<file path="config.mk">
export PLATFORM = sky130hd
export DESIGN_NAME = pc_sp_unit
export DESIGN_NICKNAME = d
export VERILOG_FILES = /design/src/rtl/pc_sp_unit.sv
export SDC_FILE = /design/constraint.sdc
export NUM_CORES = 1
export LEC_CHECK = 0
export CAP_MARGIN = 15
export CORE_MARGIN = 3
export CORE_UTILIZATION = 40
export DETAILED_ROUTE_END_ITERATION = 7
export GPL_TIMING_DRIVEN = 1
export SLEW_MARGIN = 20
export SYNTH_ARGS = -nofsm -noshare
export SYNTH_HDL_FRONTEND = slang
export SYNTH_SLANG_ARGS = --single-unit
</file>
<file path="constraint.sdc">
create_clock -name clock -period 6.93 [get_ports clock]
set_input_delay 1.386 -clock clock [delete_from_list [all_inputs] [get_ports clock]]
set_output_delay 1.386 -clock clock [all_outputs]
set_load 0.05 [all_outputs]
</file>
<file path="src/rtl/pc_sp_unit.sv">
// Program-counter / stack-pointer unit: PC sequencing, hardware return-address
// stack, banked user/kernel stack pointers, and trap entry/return via EPC.
module pc_sp_unit #(
    parameter int unsigned      WIDTH          = 16,
    parameter int unsigned      RAS_DEPTH      = 8,
    parameter int unsigned      STEP           = 2,
    parameter logic [WIDTH-1:0] RESET_PC       = '0,
    parameter logic [WIDTH-1:0] TRAP_VECTOR    = 16'h0010,
    parameter logic [WIDTH-1:0] USER_SP_INIT   = 16'hEFFE,
    parameter logic [WIDTH-1:0] KERNEL_SP_INIT = 16'hFFFE
) (
    input  logic                           clock,
    input  logic                           reset,
    input  logic [2:0]                     pc_cmd,
    input  logic [1:0]                     sp_cmd,
    input  logic [WIDTH-1:0]               target,
    input  logic [WIDTH-1:0]               se_imm,
    input  logic [WIDTH-1:0]               sp_wdata,
    input  logic [WIDTH-1:0]               ra_fallback,
    input  logic                           clear_flags,
    output logic [WIDTH-1:0]               pc_out,
    output logic [WIDTH-1:0]               sp_out,
    output logic [WIDTH-1:0]               epc_out,
    output logic                           in_kernel,
    output logic [$clog2(RAS_DEPTH):0]     ras_count,
    output logic [WIDTH-1:0]               ras_top,
    output logic                           ras_overflow,
    output logic                           ras_underflow,
    output logic                           priv_fault,
    output logic                           double_fault
);

    localparam int unsigned PW = $clog2(RAS_DEPTH);
    localparam int unsigned CW = PW + 1;
    localparam logic [WIDTH-1:0] STEP_W  = WIDTH'(STEP);
    localparam logic [CW-1:0]    DEPTH_C = CW'(RAS_DEPTH);

    typedef enum logic [2:0] {
        PC_HOLD, PC_INC, PC_BRANCH, PC_JUMP, PC_CALL, PC_RET, PC_TRAP, PC_ERET
    } pc_cmd_e;

    typedef enum logic [1:0] {
        SP_HOLD, SP_PUSH, SP_POP, SP_LOAD
    } sp_cmd_e;

    typedef enum logic {
        MODE_USER   = 1'b0,
        MODE_KERNEL = 1'b1
    } mode_e;

    pc_cmd_e pc_op;
    sp_cmd_e sp_op;

    logic [WIDTH-1:0] pc_q,  pc_d;
    logic [WIDTH-1:0] epc_q, epc_d;
    logic [WIDTH-1:0] usp_q, usp_d;
    logic [WIDTH-1:0] ksp_q, ksp_d;
    mode_e            mode_q, mode_d;

    logic [WIDTH-1:0] ras_mem_q [RAS_DEPTH];
    logic [WIDTH-1:0] ras_mem_d [RAS_DEPTH];
    logic [PW-1:0]    ras_ptr_q, ras_ptr_d;
    logic [CW-1:0]    ras_cnt_q, ras_cnt_d;

    logic ovf_q,  ovf_d;
    logic unf_q,  unf_d;
    logic priv_q, priv_d;
    logic dbl_q,  dbl_d;

    logic [WIDTH-1:0] pc_seq;
    logic [PW-1:0]    ras_top_idx;
    logic             ras_full;
    logic             ras_empty;
    logic             kernel_now;
    logic [WIDTH-1:0] sp_active;
    logic [WIDTH-1:0] sp_next;

    assign pc_op       = pc_cmd_e'(pc_cmd);
    assign sp_op       = sp_cmd_e'(sp_cmd);
    assign pc_seq      = pc_q + STEP_W;
    assign ras_top_idx = ras_ptr_q - PW'(1);
    assign ras_full    = (ras_cnt_q == DEPTH_C);
    assign ras_empty   = (ras_cnt_q == '0);
    assign kernel_now  = (mode_q == MODE_KERNEL);
    assign sp_active   = kernel_now ? ksp_q : usp_q;

    always_comb begin
        sp_next = sp_active;
        case (sp_op)
            SP_PUSH: sp_next = sp_active - STEP_W;
            SP_POP:  sp_next = sp_active + STEP_W;
            SP_LOAD: sp_next = sp_wdata;
            default: sp_next = sp_active;
        endcase
    end

    always_comb begin
        pc_d      = pc_q;
        epc_d     = epc_q;
        mode_d    = mode_q;
        ras_mem_d = ras_mem_q;
        ras_ptr_d = ras_ptr_q;
        ras_cnt_d = ras_cnt_q;
        // Clear first so a fault raised in the same cycle still lands set.
        ovf_d     = ovf_q  & ~clear_flags;
        unf_d     = unf_q  & ~clear_flags;
        priv_d    = priv_q & ~clear_flags;
        dbl_d     = dbl_q  & ~clear_flags;

        // Bank is chosen from the pre-transition mode.
        usp_d = kernel_now ? usp_q   : sp_next;
        ksp_d = kernel_now ? sp_next : ksp_q;

        case (pc_op)
            PC_HOLD:   pc_d = pc_q;
            PC_INC:    pc_d = pc_seq;
            PC_BRANCH: pc_d = pc_q + se_imm;
            PC_JUMP:   pc_d = target;
            PC_CALL: begin
                // Write pointer wraps onto the oldest entry once full.
                ras_mem_d[ras_ptr_q] = pc_seq;
                ras_ptr_d            = ras_ptr_q + PW'(1);
                if (ras_full) begin
                    ovf_d = 1'b1;
                end else begin
                    ras_cnt_d = ras_cnt_q + CW'(1);
                end
                pc_d = target;
            end
            PC_RET: begin
                if (!ras_empty) begin
                    pc_d      = ras_mem_q[ras_top_idx];
                    ras_ptr_d = ras_top_idx;
                    ras_cnt_d = ras_cnt_q - CW'(1);
                end else begin
                    pc_d  = ra_fallback;
                    unf_d = 1'b1;
                end
            end
            PC_TRAP: begin
                if (kernel_now) begin
                    dbl_d = 1'b1;
                end else begin
                    epc_d  = pc_seq;
                    mode_d = MODE_KERNEL;
                end
                pc_d = TRAP_VECTOR;
            end
            PC_ERET: begin
                if (kernel_now) begin
                    pc_d   = epc_q;
                    mode_d = MODE_USER;
                end else begin
                    pc_d   = pc_seq;
                    priv_d = 1'b1;
                end
            end
            default: pc_d = pc_q;
        endcase
    end

    always_ff @(posedge clock) begin
        if (reset) begin
            pc_q      <= RESET_PC;
            epc_q     <= '0;
            usp_q     <= USER_SP_INIT;
            ksp_q     <= KERNEL_SP_INIT;
            mode_q    <= MODE_KERNEL;
            ras_mem_q <= '{default: '0};
            ras_ptr_q <= '0;
            ras_cnt_q <= '0;
            ovf_q     <= 1'b0;
            unf_q     <= 1'b0;
            priv_q    <= 1'b0;
            dbl_q     <= 1'b0;
        end else begin
            pc_q      <= pc_d;
            epc_q     <= epc_d;
            usp_q     <= usp_d;
            ksp_q     <= ksp_d;
            mode_q    <= mode_d;
            ras_mem_q <= ras_mem_d;
            ras_ptr_q <= ras_ptr_d;
            ras_cnt_q <= ras_cnt_d;
            ovf_q     <= ovf_d;
            unf_q     <= unf_d;
            priv_q    <= priv_d;
            dbl_q     <= dbl_d;
        end
    end

    assign pc_out        = pc_q;
    assign sp_out        = sp_active;
    assign epc_out       = epc_q;
    assign in_kernel     = kernel_now;
    assign ras_count     = ras_cnt_q;
    assign ras_top       = ras_empty ? '0 : ras_mem_q[ras_top_idx];
    assign ras_overflow  = ovf_q;
    assign ras_underflow = unf_q;
    assign priv_fault    = priv_q;
    assign double_fault  = dbl_q;

endmodule

</file>
# Word level (Yosys, flattened, before mapping)
# Index checks and enable logic that the tools add are counted.
[op_classes]
add_sub_neg = 8
magnitude_cmp = 3
n_eq_ne = 13
n_mux = 26
bitwise_logic = 7
n_reduce_logical = 8
[op_table]
columns = ["operator", "count"]
rows = [
  ["$bwmux W128", 1],
  ["$mux W16", 7],
  ["$pmux W16 S6", 1],
  ["$bmux W16 S3", 1],
  ["$demux W16 S3", 1],
  ["$pmux W16 S3", 1],
  ["$add A16 B2 Y16 const B", 2],
  ["$add A16 B16 Y16", 1],
  ["$sub A16 B2 Y16 const B", 1],
  ["$eq A3 B3 Y1 const B", 4],
  ["$ge A4 B4 Y1 const B", 2],
  ["$mux W1", 8],
  ["$mux W4", 2],
  ["$not A3 Y4", 2],
  ["$pmux W4 S2", 1],
  ["$eq A3 B2 Y1 const B", 2],
  ["$pmux W3 S2", 1],
  ["$add A4 B1 Y4 const B", 1],
  ["$and A1 B1 Y1", 4],
  ["$eq A2 B2 Y1 const B", 2],
  ["$eq A4 B4 Y1 const B", 1],
  ["$logic_not A4 Y1", 1],
  ["$lt A4 B1 Y1 const B", 1],
  ["$ne A2 B2 Y1 const B", 2],
  ["other kinds (14)", 15],
]
[totals]
reg_bits = 204
in_bits = 72
out_inout_bits = 73
wordCells = 84

# Longest topological paths before layout
[depth]
word_depth = 7
ltp_mapped = 13
depth_no_buf = 10

# Least setup slack after synthesis
# No wires, ideal clock.
[synth_path]
path_type = "flip-flop to output port"
start = "reg ras_ptr_q[0]"
end = "out ras_top[2]"
arrival_time_ns = 2.451
required_time_ns = 5.544
path_slack_ns = 3.093
path_stages_with_launch = 10
n_path_buf = 4
cell_sequence = "dfxtp_1 -> buf_6 -> buf_2 -> inv_1 -> ha_1 -> clkbuf_1 -> buf_2 -> mux4_2 -> mux2i_1 -> nor2_1"
[synth_between]
elab_chain_cells = 6
[synth_lines]
columns = ["item", "line", "rtl"]
rows = [
  ["from (decl)", "62", "logic [PW-1:0] ras_ptr_q, ras_ptr_d;"],
  ["from (signal assigned)", "183", "ras_ptr_q <= ras_ptr_d;"],
  ["$sub A3 B1 Y3", "81", "assign ras_top_idx = ras_ptr_q - PW'(1);"],
  ["$not A3 Y4 (not written as such)", "197", "assign ras_top = ras_empty ? '0 : ras_mem_q[ras_top_idx];"],
  ["$bmux W16 S3", "197", ""],
  ["$mux W16 (not written as such) (2 in series)", "197", ""],
  ["$mux W16", "197", ""],
  ["to (decl)", "26", "output logic [WIDTH-1:0] ras_top,"],
]
# No other way between the ends. The select of a mux whose other input is x is not followed.

# Worst setup path in the final report
[layout_path]
start = "reg ras_ptr_q[1]"
end = "out ras_top[11]"
# The elaborated chain is that of the path after synthesis.

==> qor.txt <==
status - completed
R2R depth - 8
setup repair bufs after CTS - 0
post-route setup slack - 1750 ps
worst skew pair latency - 520 ps
Final Max Slew Viols - 0
worst reg2reg endpoint - pc_out[15]
dpl ws - 2300 ps
Crit path depth - 6
Worst-path clk slew - 60 ps
Power Dens Cells - 230 nW/um^2
min-delay src - ras_mem_q[0]
# clock sinks - 204
Crit path largest cell delay - 780 ps
synth top area cells - dfxtp_1 35%, a211oi_1 7.8%, nor2_1 7.1%
area taken by multi-input logic gates - 7050 um^2
fin nets - 1,542
Slew HR - 0.248
GRT met2 Usage - 0.375
M3 GR Usage - 0.0405
Worst Path Max Fanout - 25
worst IR drop on VDD - 0.166 mV
post-synth top area share - 0.350
CP Data Arrival Time - 3790 ps
initial antenna violation count - 0
r2r setup slk - 3530 ps
CTS Hold Bufs - 0
clk root buf - clkbuf_16
Min-Delay Endpoint - ras_mem_q[0]
global-route wire length before repair - 58.1 mm
Avg Inst Size Synth - 8.66 um^2
GPL Wtd Cong - 0.888
Hold Fails Final Rpt - 0
H-tree levels - 1
DR pass1 iterations - 5
period utilisation layout - 0.747
Final TNS setup - 0 ps
Worst path top cell family by delay - multiplexers
final setup fails - 0
syn nets - 1,458
worst min-delay path class - flip-flop to flip-flop
number of remaining DRC errors - 0
Longest Clk Path Bufs - 3
number of synthesized register bits - 204
# diodes - 0
most used routing layer - met2
fin util - 0.497
GRT Total Usage - 0.232
final period demand of the worst path - 5180 ps
number of global-route vias before repair - 9,990
layout cells sized above 1 - 0.103
M1 GR Usage - 0.323
FF/Latch Area - 4090 um^2
TritonCTS Buffers - 24
core area - 28,200 um^2
Least-Margin Pin Slew - 1120 ps
WL per Instance - 20.5 um
CP endpoint kind - output pin
largest net degree at the start of global routing - 112
Initial Util - 0.413
Initial DRC Count - 833
dominant cell type by area after synthesis - dfxtp_1
Post-DRT Antenna Nets - 0
die boundary width - 177 um
Final Skew - 12.5 ps
Req. time, crit path - 5540 ps
die area - 31,200 um^2
TritonCTS clock tree - built
Site Rows - 61
Seq/Total Area, Yosys - 0.350
RSZ-0062 raised after global routing - false
Resized cells post-CTS - 0
critical path class - flip-flop to output pin
Ys Warns - 0
Via Count - 10,500
FFs w/ async S/R, synth - 0
CP Cell Sequence - inv_1, ha_2, mux4_2, mux2i_1, nor2_1, clkdlybuf4s50_1
fillers - 2,697
Mapped Cells - 1,347
Max Freq - 193 MHz
commonest register cell after synthesis - dfxtp_1
vias per cell - 5.78
worst hold margin - 458 ps
DRT Wirelength - 37.3 mm
I/O pins - 145
Post-synth EDFFs - 0
slowest cell on the critical path - ha_2
post-synthesis cell type count - 82
Total Power - 3.23 mW
Die Span Y - 177 um
Max Cap Violations - 0
Critical Path Start Type - flip-flop
Post-DP HPWL - 25.9 mm
Area Growth Syn to Fin - 20.3%
worst flop-to-flop path startpoint - ras_ptr_q[1]
grt ovf - 0
Static Leak - 4.90 nW
I/O Buffers - 144
WP buf/inv - 2
worst hold stages - 2
Post-Syn Area - 11,700 um^2
[worst max-delay path by stage]
stage	start	end	slack [ps]
3_3_place_gp	ras_ptr_q[1]	ras_top[11]	2060
5_1_grt	ras_ptr_q[1]	ras_top[11]	1640
2_1_floorplan	ras_ptr_q[0]	ras_top[2]	3090
4_1_cts	ras_ptr_q[1]	ras_top[11]	1800
3_5_place_dp	sp_cmd[0]	usp_q[11]	2300
6_report	ras_ptr_q[1]	ras_top[11]	1750
[power breakdown]
group          leakage, nW  internal, mW  switching, mW  total (mW)
Clock                0.373         0.707          0.493        1.20
Combinational         2.87         0.292          0.475       0.768
Sequential            1.66          1.21         0.0524        1.27
Total                 4.90          2.21           1.02        3.23
[metal layers]
| layer | up-vias | share of wire | wire (um) |
|---|---|---|---|
| li1 | 5135 | - | - |
| met1 | 4982 | 0.46 | 17000 |
| met2 | 365 | 0.45 | 16900 |
| met3 | 57 | 0.068 | 2520 |
| met4 | 0 | 0.025 | 926 |
| met5 | - | 0 | 0 |
[cell usage in the layout (no fill, tap or decap), types with 10 or more instances in the layout]
cell / Yosys / routed
a211oi_1: 121 / 121
a21o_1: 19 / 19
nor2_1: 220 / 218
ha_1: 36 / 35
xor2_1: 15 / 15
and3_1: 10 / 10
clkdlybuf4s50_1: 0 / 142
nor3_1: 22 / 20
clkbuf_16: 0 / 24
nand3_1: 24 / 24
nand2b_1: 14 / 14
o21a_1: 10 / 10
buf_4: 6 / 19
mux2_2: 15 / 15
mux2i_1: 36 / 36
xnor2_1: 19 / 19
dfxtp_1: 204 / 202
a21oi_1: 78 / 78
o21ai_0: 55 / 55
inv_1: 18 / 18
nand2_1: 103 / 103
mux4_2: 32 / 32
a31oi_1: 10 / 10
[area by class of cell]
class / count / area share
clock buffers: 35 / 0.0507
inverters: 21 / 0.00562
well taps: 378 / 0.0337
multi-input cells: 1016 / 0.503
repair buffers: 164 / 0.113
flip-flops and latches: 204 / 0.291
clock inverters: 5 / 0.00259
[sequential cells by signal, indices dropped and copies added (netlist names)]
register	cells
double_fault	1
epc_out	16
in_kernel	1
ksp_q	16
pc_out	16
priv_fault	1
ras_count	4
ras_mem_q	128
ras_overflow	1
ras_ptr_q	3
ras_underflow	1
usp_q	16
[logic make-up after synthesis]
group,Yosys count,share of synthesized area
multiplexers,83,0.107
buffers and inverters,127,0.0477
flip-flops,204,0.350
AND/OR/NAND/NOR,457,0.181
AO/OA/AOI/OAI,399,0.238
XOR/XNOR,38,0.0321
adder cells (fa/ha/maj),39,0.0438
[Yosys cell counts (9+ instances only)]
master	count
xor2_1	15
buf_2	28
xnor2_1	19
nand2b_1	14
a31oi_1	10
buf_1	9
a21o_1	19
o21ai_0	55
mux2_2	15
mux4_2	32
a22oi_1	9
inv_1	18
clkbuf_1	60
nor2_1	220
and3_1	10
a21oi_1	78
mux2i_1	36
nand3_1	24
o21a_1	10
ha_1	36
o21bai_1	9
a211oi_1	121
nor3_1	22
dfxtp_1	204
nand2_1	103
[tightest hold or removal path, cell delays in order (launching register included)]
cell	delay (ps)
dfxtp_1	310
nand2_1	50
a21oi_1	50
[per-stage QoR]
step                std cells  instance area, um^2
floorplan                1347                11700
global placement         1783                13300
detailed placement       1783                13300
CTS                      1823                14000
global route             1823                14000
finish                   1823                14000
No activity file was read; power rests on OpenSTA's default activity.
